<file path="src/rtl/wave_ch_if.sv">
// Register bus of the wave channel controller.
// Signals:
//   wr_en  - write strobe, sampled on the rising clock edge
//   rd_en  - read strobe, qualifies the combinational read mux
//   addr   - register offset (0..4 decoded, 5..7 unused)
//   wdata  - write data
//   rdata  - combinational read data from the channel
interface wave_ch_if;
    logic       wr_en;
    logic       rd_en;
    logic [2:0] addr;
    logic [7:0] wdata;
    logic [7:0] rdata;

    modport master (output wr_en, output rd_en, output addr, output wdata, input rdata);
    modport slave  (input wr_en, input rd_en, input addr, input wdata, output rdata);
endinterface

</file>
<file path="src/rtl/wave_ch_ctrl.sv">
// Wave channel controller: register file, frequency timer, wave sample
// position counter and length counter of a wavetable sound channel.
//
// Optional feature: define WAVE_CH_READBACK_EN to read the live frequency
// timer back through offsets 3 and 4; otherwise those offsets read fixed ones.
//
// Ports:
//   cery_2mhz - clock
//   apu_reset - asynchronous active-high reset
//   bus       - register bus (wave_ch_if.slave): wr_en/rd_en/addr/wdata/rdata
//   tmr_tick  - frequency timer advance strobe
//   len_tick  - length counter clock strobe
//   dac_en    - DAC enable (off0 bit7)
//   vol       - volume code (off2)
//   freq      - frequency register (off3/off4)
//   len_en    - length counter enable (off4 bit6)
//   active    - channel playing
//   trig      - one-cycle pulse on trigger
//   step      - one-cycle pulse when the timer wraps
//   wave_pos  - wave sample position
module wave_ch_ctrl #(
    parameter int unsigned FREQ_W = 11,
    parameter int unsigned LEN_W  = 8,
    parameter int unsigned VOL_W  = 2,
    parameter int unsigned POS_W  = 5
) (
    input  logic              cery_2mhz,
    input  logic              apu_reset,
    wave_ch_if.slave          bus,
    input  logic              tmr_tick,
    input  logic              len_tick,
    output logic              dac_en,
    output logic [VOL_W-1:0]  vol,
    output logic [FREQ_W-1:0] freq,
    output logic              len_en,
    output logic              active,
    output logic              trig,
    output logic              step,
    output logic [POS_W-1:0]  wave_pos
);

    localparam int unsigned FHI_W = FREQ_W - 8;

    localparam logic [2:0] OFF_CTRL = 3'd0;
    localparam logic [2:0] OFF_LEN  = 3'd1;
    localparam logic [2:0] OFF_VOL  = 3'd2;
    localparam logic [2:0] OFF_FLO  = 3'd3;
    localparam logic [2:0] OFF_FHI  = 3'd4;

    logic              dac_en_q,   dac_en_d;
    logic [VOL_W-1:0]  vol_q,      vol_d;
    logic [FREQ_W-1:0] freq_q,     freq_d;
    logic              len_en_q,   len_en_d;
    logic              active_q,   active_d;
    logic              trig_q,     trig_d;
    logic              step_q,     step_d;
    logic [POS_W-1:0]  wave_pos_q, wave_pos_d;
    logic [LEN_W-1:0]  len_cnt_q,  len_cnt_d;
    logic              len_done_q, len_done_d;
    logic [FREQ_W-1:0] timer_q,    timer_d;

    logic              trigger_c;
    logic              len_wr_c;
    logic [7:0]        rdata_c;

    // Next-state: register writes, then trigger, then timer/length ticks
    always_comb begin
        dac_en_d   = dac_en_q;
        vol_d      = vol_q;
        freq_d     = freq_q;
        len_en_d   = len_en_q;
        active_d   = active_q;
        trig_d     = 1'b0;
        step_d     = 1'b0;
        wave_pos_d = wave_pos_q;
        len_cnt_d  = len_cnt_q;
        len_done_d = len_done_q;
        timer_d    = timer_q;
        trigger_c  = 1'b0;
        len_wr_c   = 1'b0;

        if (bus.wr_en) begin
            case (bus.addr)
                OFF_CTRL: begin
                    dac_en_d = bus.wdata[7];
                    if (!bus.wdata[7]) begin
                        active_d = 1'b0;
                    end
                end
                OFF_LEN: begin
                    len_cnt_d  = bus.wdata[LEN_W-1:0];
                    len_done_d = 1'b0;
                    len_wr_c   = 1'b1;
                end
                OFF_VOL: begin
                    vol_d = bus.wdata[VOL_W+4:5];
                end
                OFF_FLO: begin
                    freq_d[7:0] = bus.wdata;
                end
                OFF_FHI: begin
                    freq_d[FREQ_W-1:8] = bus.wdata[FHI_W-1:0];
                    len_en_d           = bus.wdata[6];
                    trigger_c          = bus.wdata[7];
                end
                default: ;
            endcase
        end

        if (trigger_c) begin
            // Trigger swallows same-cycle timer and length ticks; the timer
            // reloads from the frequency being written in this same cycle.
            active_d   = dac_en_q;
            timer_d    = freq_d;
            wave_pos_d = '0;
            trig_d     = 1'b1;
            if (len_done_q) begin
                len_cnt_d  = '0;
                len_done_d = 1'b0;
            end
        end else begin
            if (tmr_tick && active_q) begin
                if (&timer_q) begin
                    timer_d    = freq_d;
                    step_d     = 1'b1;
                    wave_pos_d = wave_pos_q + POS_W'(1);
                end else begin
                    timer_d = timer_q + FREQ_W'(1);
                end
            end
            // A length reload written this cycle wins over the tick
            if (len_tick && len_en_q && !len_done_q && !len_wr_c) begin
                if (&len_cnt_q) begin
                    len_done_d = 1'b1;
                    len_cnt_d  = '0;
                    active_d   = 1'b0;
                end else begin
                    len_cnt_d = len_cnt_q + LEN_W'(1);
                end
            end
        end
    end

    // State registers
    always_ff @(posedge cery_2mhz or posedge apu_reset) begin
        if (apu_reset) begin
            dac_en_q   <= 1'b0;
            vol_q      <= '0;
            freq_q     <= '0;
            len_en_q   <= 1'b0;
            active_q   <= 1'b0;
            trig_q     <= 1'b0;
            step_q     <= 1'b0;
            wave_pos_q <= '0;
            len_cnt_q  <= '0;
            len_done_q <= 1'b0;
            timer_q    <= '0;
        end else begin
            dac_en_q   <= dac_en_d;
            vol_q      <= vol_d;
            freq_q     <= freq_d;
            len_en_q   <= len_en_d;
            active_q   <= active_d;
            trig_q     <= trig_d;
            step_q     <= step_d;
            wave_pos_q <= wave_pos_d;
            len_cnt_q  <= len_cnt_d;
            len_done_q <= len_done_d;
            timer_q    <= timer_d;
        end
    end

    // Read mux; unimplemented bits read as ones
    always_comb begin
        rdata_c = 8'hFF;
        if (bus.rd_en) begin
            case (bus.addr)
                OFF_CTRL: rdata_c = {dac_en_q, 7'h7F};
                OFF_VOL:  rdata_c[VOL_W+4:5] = vol_q;
`ifdef WAVE_CH_READBACK_EN
                OFF_FLO:  rdata_c = timer_q[7:0];
                OFF_FHI:  rdata_c = {1'b1, len_en_q, 6'(timer_q[FREQ_W-1:8])};
`else
                OFF_FHI:  rdata_c = {1'b1, len_en_q, 6'h3F};
`endif
                default:  rdata_c = 8'hFF;
            endcase
        end
    end

    assign bus.rdata = rdata_c;

    assign dac_en   = dac_en_q;
    assign vol      = vol_q;
    assign freq     = freq_q;
    assign len_en   = len_en_q;
    assign active   = active_q;
    assign trig     = trig_q;
    assign step     = step_q;
    assign wave_pos = wave_pos_q;

endmodule

</file>
<file path="src/flat_wrapper.sv">
// flat-port wrapper written by rule: the top's interface ports become plain ports
module wave_ch_ctrl_flat 
#(
    parameter int unsigned FREQ_W = 11,
    parameter int unsigned LEN_W  = 8,
    parameter int unsigned VOL_W  = 2,
    parameter int unsigned POS_W  = 5
)
  (cery_2mhz, apu_reset, tmr_tick, len_tick, dac_en, vol, freq, len_en, active, trig, step, wave_pos, bus_wr_en, bus_rd_en, bus_addr, bus_wdata, bus_rdata);
  wave_ch_if bus_i ();
  input  logic cery_2mhz;
  input  logic apu_reset;
  input  logic tmr_tick;
  input  logic len_tick;
  output logic dac_en;
  output logic [VOL_W-1:0] vol;
  output logic [FREQ_W-1:0] freq;
  output logic len_en;
  output logic active;
  output logic trig;
  output logic step;
  output logic [POS_W-1:0] wave_pos;
  input wire logic [$bits(bus_i.wr_en)-1:0] bus_wr_en;
  input wire logic [$bits(bus_i.rd_en)-1:0] bus_rd_en;
  input wire logic [$bits(bus_i.addr)-1:0] bus_addr;
  input wire logic [$bits(bus_i.wdata)-1:0] bus_wdata;
  output wire logic [$bits(bus_i.rdata)-1:0] bus_rdata;
  assign bus_i.wr_en = bus_wr_en;
  assign bus_i.rd_en = bus_rd_en;
  assign bus_i.addr = bus_addr;
  assign bus_i.wdata = bus_wdata;
  assign bus_rdata = bus_i.rdata;
  wave_ch_ctrl #(.FREQ_W(FREQ_W), .LEN_W(LEN_W), .VOL_W(VOL_W), .POS_W(POS_W)) u_core (.cery_2mhz(cery_2mhz), .apu_reset(apu_reset), .bus(bus_i), .tmr_tick(tmr_tick), .len_tick(len_tick), .dac_en(dac_en), .vol(vol), .freq(freq), .len_en(len_en), .active(active), .trig(trig), .step(step), .wave_pos(wave_pos));
endmodule
</file>
<file path="config.mk">
export PLATFORM = sky130hd
export DESIGN_NAME = wave_ch_ctrl_flat
export DESIGN_NICKNAME = d
export VERILOG_FILES = /design/src/rtl/wave_ch_if.sv /design/src/rtl/wave_ch_ctrl.sv /design/src/flat_wrapper.sv
export SDC_FILE = /design/constraint.sdc
export NUM_CORES = 1
export LEC_CHECK = 0
export ABC_CLOCK_PERIOD_IN_PS = 2300
export BUFFER_PORTS_ARGS = -buffer_cell sky130_fd_sc_hd__buf_4
export CAP_MARGIN = 20
export CORE_ASPECT_RATIO = 0.6
export CORE_UTILIZATION = 55
export DETAILED_ROUTE_END_ITERATION = 10
export PLACE_DENSITY = 0.84
export SYNTH_ARGS = -nofsm -noshare
export SYNTH_HDL_FRONTEND = slang
export SYNTH_SLANG_ARGS = --single-unit
</file>
<file path="constraint.sdc">
create_clock -name cery_2mhz -period 2.3 [get_ports cery_2mhz]
set_input_delay 0.345 -clock cery_2mhz [delete_from_list [all_inputs] [get_ports cery_2mhz]]
set_output_delay 0.345 -clock cery_2mhz [all_outputs]
set_load 0.02 [all_outputs]
</file>
==> run metrics, run 1 <==
Pre-antenna DRT Iters 5; clock sink count 43; drt initial violations 222; cell repeated most along the worst path nand4_1; status complete, no violations; Total Power 2.39 mW; Clock Path Buffers 2; layout cells sized above 1 28.4%; Worst Path Required 2.49 ns; GPL Wtd Cong 0.908; Worst Path Buf+Inv 0; total number of vias 1971; Hold Path Class in -> async; cell count of the worst reg-to-reg path 6; Worst setup EP type flip-flop; Setup WS pre-CTS 0.374 ns; worst-margin pin slew 0.750 ns; largest stage delay on the critical path 0.46 ns; Critical Path Start Type flip-flop; Hold Buf Count CTS 0; Slew HR 49.8%; min Tclk post-route 1.93 ns; Cell Pwr Density 851 nW/um2; critical path type reg -> reg; worst skew pair latency 0.30 ns; Synth cell types 56; largest net degree at the start of global routing 44; Min Hold Slack 0.171 ns; Worst Setup Slack, final 0.370 ns; r2r startpoint u_core.timer_q[0]$_DFFE_PP0P_; Post-CTS Setup Repair Bufs 0; WL per Instance 16.9 um; max_cap viols 0; Starting Density 57.7%; Fmax achieved 0.518 GHz; cell family with the largest share of critical-path delay simple AND/OR/NAND/NOR gates; die width 86.9 um; full die area 4600 um2; TritonCTS clock tree done; Yosys warning total 0; fin crit share 83.9%; Mapped Cells 232; fin nets 295; first-pass GRT wire length 9240 um; ANT nets after route 0; CTS Buf Count 5; worst-path fanout max 8; final setup fails 0; leak pwr 1.27 nW; Syn Area/Cell 10.3 um2; final hold vios 0; WL final 5670 um; Core ar. 4120 um2; Post-Syn Area 2380 um2; Area growth syn-to-layout 18.0%; vias in the first global route 1831; via density per instance 5.88; worst reg2reg endpoint u_core.wave_pos[4]$_DFFE_PP0P_; Final Non-Filler Cells 335; number of flops mapped to enable cells by yosys 0; Std-Cell Rows 18; DR DRC count 0; initial antenna violation count 0; VDD IR-drop max 426 uV; H-tree levels 2; final core occ 68.1%; CTS clk-pin slew, worst paths 0.08 ns; max-slew violations 0; Ant. Diodes 0; I/O Buffers 42; synthesized flop and latch total 43; Synth async-reset ratio 100%; R2R Setup Slk 0.37 ns; CP Cell Sequence ha_1, nand4_1, nor4_4, nand4_1, xor2_1, nor2_1; Worst Clk Skew 0.0106 ns; I/O pin count 48; RSZ-0062 raised after global routing no; DP Cell Count 328; cts repair resizes 0; DP Area 2720 um2; CTS Root Cell clkbuf_8; Primary FF master, synth dfrtp_1; die span in y 53.0 um; Setup TNS 0 ns; WP data arrival 2.12 ns; GRT overflow 0; CP max-delay cell nor4_4; sequential fraction of the synthesis area 45.2%; Design Area, Final 2810 um2; GRT Resource Usage Total 27.6%; post-DP HPWL 4270 um
==> synthesized netlist by cell type (3+ instances only) <==
cell,count,area [um2]
a21o_1,3,22.5
a21oi_1,10,50.1
a221o_1,3,30.0
a31oi_1,3,18.8
and3_1,5,31.3
buf_4,7,52.6
clkbuf_1,3,11.3
dfrtp_1,43,1080
ha_1,3,37.5
inv_1,3,11.3
mux2_2,14,158
mux2i_1,5,50.1
nand2_1,20,75.1
nand3_1,10,50.1
nand3b_1,3,22.5
nand4_1,10,62.6
nor2_1,22,82.6
nor3_1,4,20.0
o21ai_0,7,35.0
o22ai_1,3,18.8
or2_2,3,18.8
xnor2_1,3,26.3
xor2_1,5,43.8
==> placed cells by master, fill, tap and decap left out, types with 4 or more instances in the layout <==
cell / count
mux2_2: 14
o21ai_0: 7
dfrtp_1: 43
buf_4: 44
and3_1: 5
xor2_1: 5
nand2_1: 20
nor3_1: 4
a21oi_1: 10
nand3_1: 10
nor2_1: 22
clkbuf_8: 6
mux2i_1: 5
conb_1: 5
nand4_1: 10
==> layout make-up <==
cell class                      count  area, um2
Fill cell                         334       1310
Tap cell                           60       75.1
Clock buffer                        6       82.6
Timing Repair Buffer               44        330
Clock inverter                      1       5.00
Sequential cell                    43       1080
Multi-Input combinational cell    177       1210
Inverter                            4       27.5
==> per-layer routing <==
metal | wire length (um) | GRT usage, % | share of wire [%] | vias up
met5 | 0 | 0 | 0 | -
met4 | 74 | 9.17 | 1.3 | 0
met3 | 444 | 6.40 | 7.8 | 10
met2 | 2310 | 37.7 | 41 | 97
met1 | 2840 | 42.2 | 50 | 947
li1 | - | - | - | 917
==> flip-flops by register name, summed over array words and instances (netlist names) <==
signal	flops
u_core.active	1
u_core.dac_en	1
u_core.freq	11
u_core.len_cnt_q	8
u_core.len_done_q	1
u_core.len_en	1
u_core.step	1
u_core.timer_q	11
u_core.trig	1
u_core.vol	2
u_core.wave_pos	5
==> worst register-to-register path, delay by kind of cell, from the launching register on <==
kind,cells,cell delay [ns]
AND/OR/NAND/NOR,4,0.98
flip-flops,1,0.41
XOR/XNOR,1,0.18
adder cells (fa/ha/maj),1,0.27
==> worst max path at each step <==
| stage | cells after the start | from | slack, ns | end |
|---|---|---|---|---|
| 2_1_floorplan | 8 | bus_addr[1] | 0.56 | u_core.timer_q[3]$_DFFE_PP0P_ |
| 3_3_place_gp | 7 | bus_addr[1] | 0.43 | u_core.timer_q[3]$_DFFE_PP0P_ |
| 3_5_place_dp | 7 | bus_addr[0] | 0.37 | u_core.timer_q[3]$_DFFE_PP0P_ |
| 4_1_cts | 2 | u_core.vol[0]$_DFFE_PP0P_ | 0.39 | bus_rdata[5] |
| 5_1_grt | 6 | u_core.timer_q[0]$_DFFE_PP0P_ | 0.19 | u_core.wave_pos[3]$_DFFE_PP0P_ |
| 6_report | 6 | u_core.timer_q[0]$_DFFE_PP0P_ | 0.37 | u_core.wave_pos[4]$_DFFE_PP0P_ |
==> report_power, final <==
part	total [mW]	switching (mW)	internal, mW
Clock	0.484	0.248	0.236
Combinational	0.748	0.404	0.345
Sequential	1.16	0.213	0.944
==> kinds of logic after synthesis <==
group / count (synthesis) / synth area share, %
fa+ha+maj: 3 / 1.58
xor+xnor: 8 / 2.94
buf+inv: 16 / 4.52
simple gates: 100 / 24.1
flops: 43 / 45.2
other cells: 1 / 0.158
compound gates: 40 / 11.7
mux: 21 / 9.83
(Power assumes the default switching activity.)
==> inputs of run 2 (changes only) <==
ABC_CLOCK_PERIOD_IN_PS = 2000   (was 2300)
clock period = 2 ns   (was 2.3 ns; I/O delays follow)
==> run 2 against run 1 <==
Wire length increased by 1.2%. Combinational power increased by 15%. Die area unchanged. Power increased by 26%. Core utilization increased by 1.4 points. Clock power increased by 68%. Clock skew decreased by 0.0016 ns. Sequential power increased by 15%. Via count increased by 1.3%. Cell count increased by 0.60%. Critical path type unchanged. Critical endpoint is now u_core.timer_q[3]$_DFFE_PP0P_. Highest routed layer unchanged.
==> run metrics, run 2 (synthesis gave the netlist of run 1 again) <==
initial antenna violation count 0 (unchanged); VDD IR-drop max 630 uV (+48%); post-DP HPWL 4340 um (+1.8%); fin nets 296 (+0.34%); WL per Instance 17.0 um (+0.63%); Worst setup EP type flip-flop; final core occ 69.5% (+1.4 points); max_cap viols 0 (unchanged); critical path type reg -> reg; via density per instance 5.93 (+0.72%); layout cells sized above 1 28.9% (+0.52 points); Worst Setup Slack, final 0.125 ns (-0.246 ns); Hold Buf Count CTS 0 (unchanged); Slew HR 48.9% (-0.89 points); most common cell after layout, fill and taps aside buf_4; cts repair resizes 0 (unchanged); I/O Buffers 42 (unchanged); Filler cells 337 (+0.90%); commonest cells after routing, fill and taps aside 45 x buf_4, 43 x dfrtp_1, 22 x nor2_1, 20 x nand2_1, 14 x mux2_2; GPL Wtd Cong 0.922 (+1.6%); worst-margin pin slew 0.764 ns (+0.0133 ns); total number of vias 1997 (+1.3%); CP Cell Sequence ha_1, nand2_1, nor2_1, a21oi_4, mux2_1, o22a_1; Hold Path Class in -> async; max-slew violations 0 (unchanged); Clock Path Buffers 2 (unchanged); CP max-delay cell dfrtp_1; Core ar. 4120 um2 (unchanged); Critical Path Start Type flip-flop; Final Non-Filler Cells 337 (+0.60%); vias in the first global route 1823 (-0.44%); WP data arrival 2.06 ns (-0.06 ns); I/O pin count 48 (unchanged); TritonCTS clock tree done; min Tclk post-route 1.88 ns (-0.0544 ns); GRT Resource Usage Total 28.0% (+0.45 points); DP Cell Count 329 (+0.30%); Min Hold Slack 0.123 ns (-0.0475 ns); H-tree levels 2 (unchanged); fin crit share 93.8% (+9.9 points); ANT nets after route 0 (unchanged); Post-CTS Setup Repair Bufs 0 (unchanged); DR DRC count 0 (unchanged); Std-Cell Rows 18 (unchanged); largest net degree at the start of global routing 44 (unchanged); WL final 5740 um (+1.2%); drt initial violations 209 (-5.9%); die span in y 53.0 um (unchanged); status complete, no violations; largest stage delay on the critical path 0.43 ns (-0.03 ns); multi-input logic area 1210 um2 (unchanged); Setup WS pre-CTS 0.110 ns (-0.264 ns); Fmax achieved 0.533 GHz (+2.9%); DP Area 2730 um2 (+0.28%); CTS Root Cell clkbuf_8; worst-path fanout max 8 (unchanged); Worst Path Required 2.19 ns (-0.30 ns); die width 86.9 um (unchanged); Worst Path Buf+Inv 0 (unchanged); full die area 4600 um2 (unchanged); CTS clk-pin slew, worst paths 0.09 ns (about the same); Setup TNS 0 ns (unchanged); worst skew pair latency 0.30 ns (about the same); first-pass GRT wire length 9270 um (+0.37%); Pre-antenna DRT Iters 4 (-1); Area growth syn-to-layout 20.3%; RSZ-0062 raised after global routing no; GRT overflow 0 (unchanged); Design Area, Final 2860 um2 (+2.0%); Ant. Diodes 0 (unchanged); leak pwr 1.30 nW (+1.8%); final setup fails 0 (unchanged); Worst Clk Skew 0.00895 ns (-0.00164 ns); cell family with the largest share of critical-path delay compound AO/OA/AOI/OAI gates; Register Area 1080 um2 (unchanged); CTS Buf Count 5 (unchanged); final hold vios 0 (unchanged); Total Power 3.00 mW (+26%); Starting Density 57.7% (unchanged); clock sink count 43 (unchanged); Cell Pwr Density 1050 nW/um2 (+23%)
-- run 2: cell types whose count changed in the layout (fill, tap and decap cells not counted), sizes merged --
cell,delta
bufinv,+2
buf,+1
clkbuf,-1
clkinv,-1
clkinvlp,+1
-- run 2: tightest hold or removal path: stages --
cell,delay (ns)
buf_4,0.11
inv_1,0.04
buf_4,0.44
-- run 2: routing by layer --
layer,global-route usage (%),routed length [um]
met1,41.6,2780
met2,40.7,2440
met5,0,0
met4,8.06,54
met3,6.40,467
-- run 2: final cells by class --
type | count | area share [%]
multi-input cells | 177 | 42.3
clock buffers | 5 | 2.40
clock inverters | 3 | 2.36
inverters | 4 | 0.961
well taps | 60 | 2.62
flip-flops and latches | 43 | 37.6
repair buffers | 45 | 11.8
-- run 2: path summary, 6_finish.rpt --
kind	cells after the start	slack, ns	end	startpoint
hold reg to reg	1	0.53	u_core.len_cnt_q[0]$_DFF_PP0_	u_core.len_cnt_q[0]$_DFF_PP0_
setup / recovery	6	0.12	u_core.timer_q[3]$_DFFE_PP0P_	u_core.timer_q[0]$_DFFE_PP0P_
hold / removal	3	0.12	u_core.len_cnt_q[2]$_DFF_PP0_	apu_reset
max in group asynchronous	3	1.50	u_core.timer_q[3]$_DFFE_PP0P_	apu_reset
min in group cery_2mhz	3	0.25	u_core.len_cnt_q[2]$_DFF_PP0_	bus_wdata[2]
setup reg to reg	6	0.12	u_core.timer_q[3]$_DFFE_PP0P_	u_core.timer_q[0]$_DFFE_PP0P_
-- run 2: power breakdown --
part	internal (mW)	switching, mW	leakage [nW]	total [mW]
logic	0.399	0.460	0.701	0.859
registers	1.09	0.241	0.530	1.33
clock network	0.498	0.316	0.0644	0.814
total	1.98	1.02	1.30	3.00
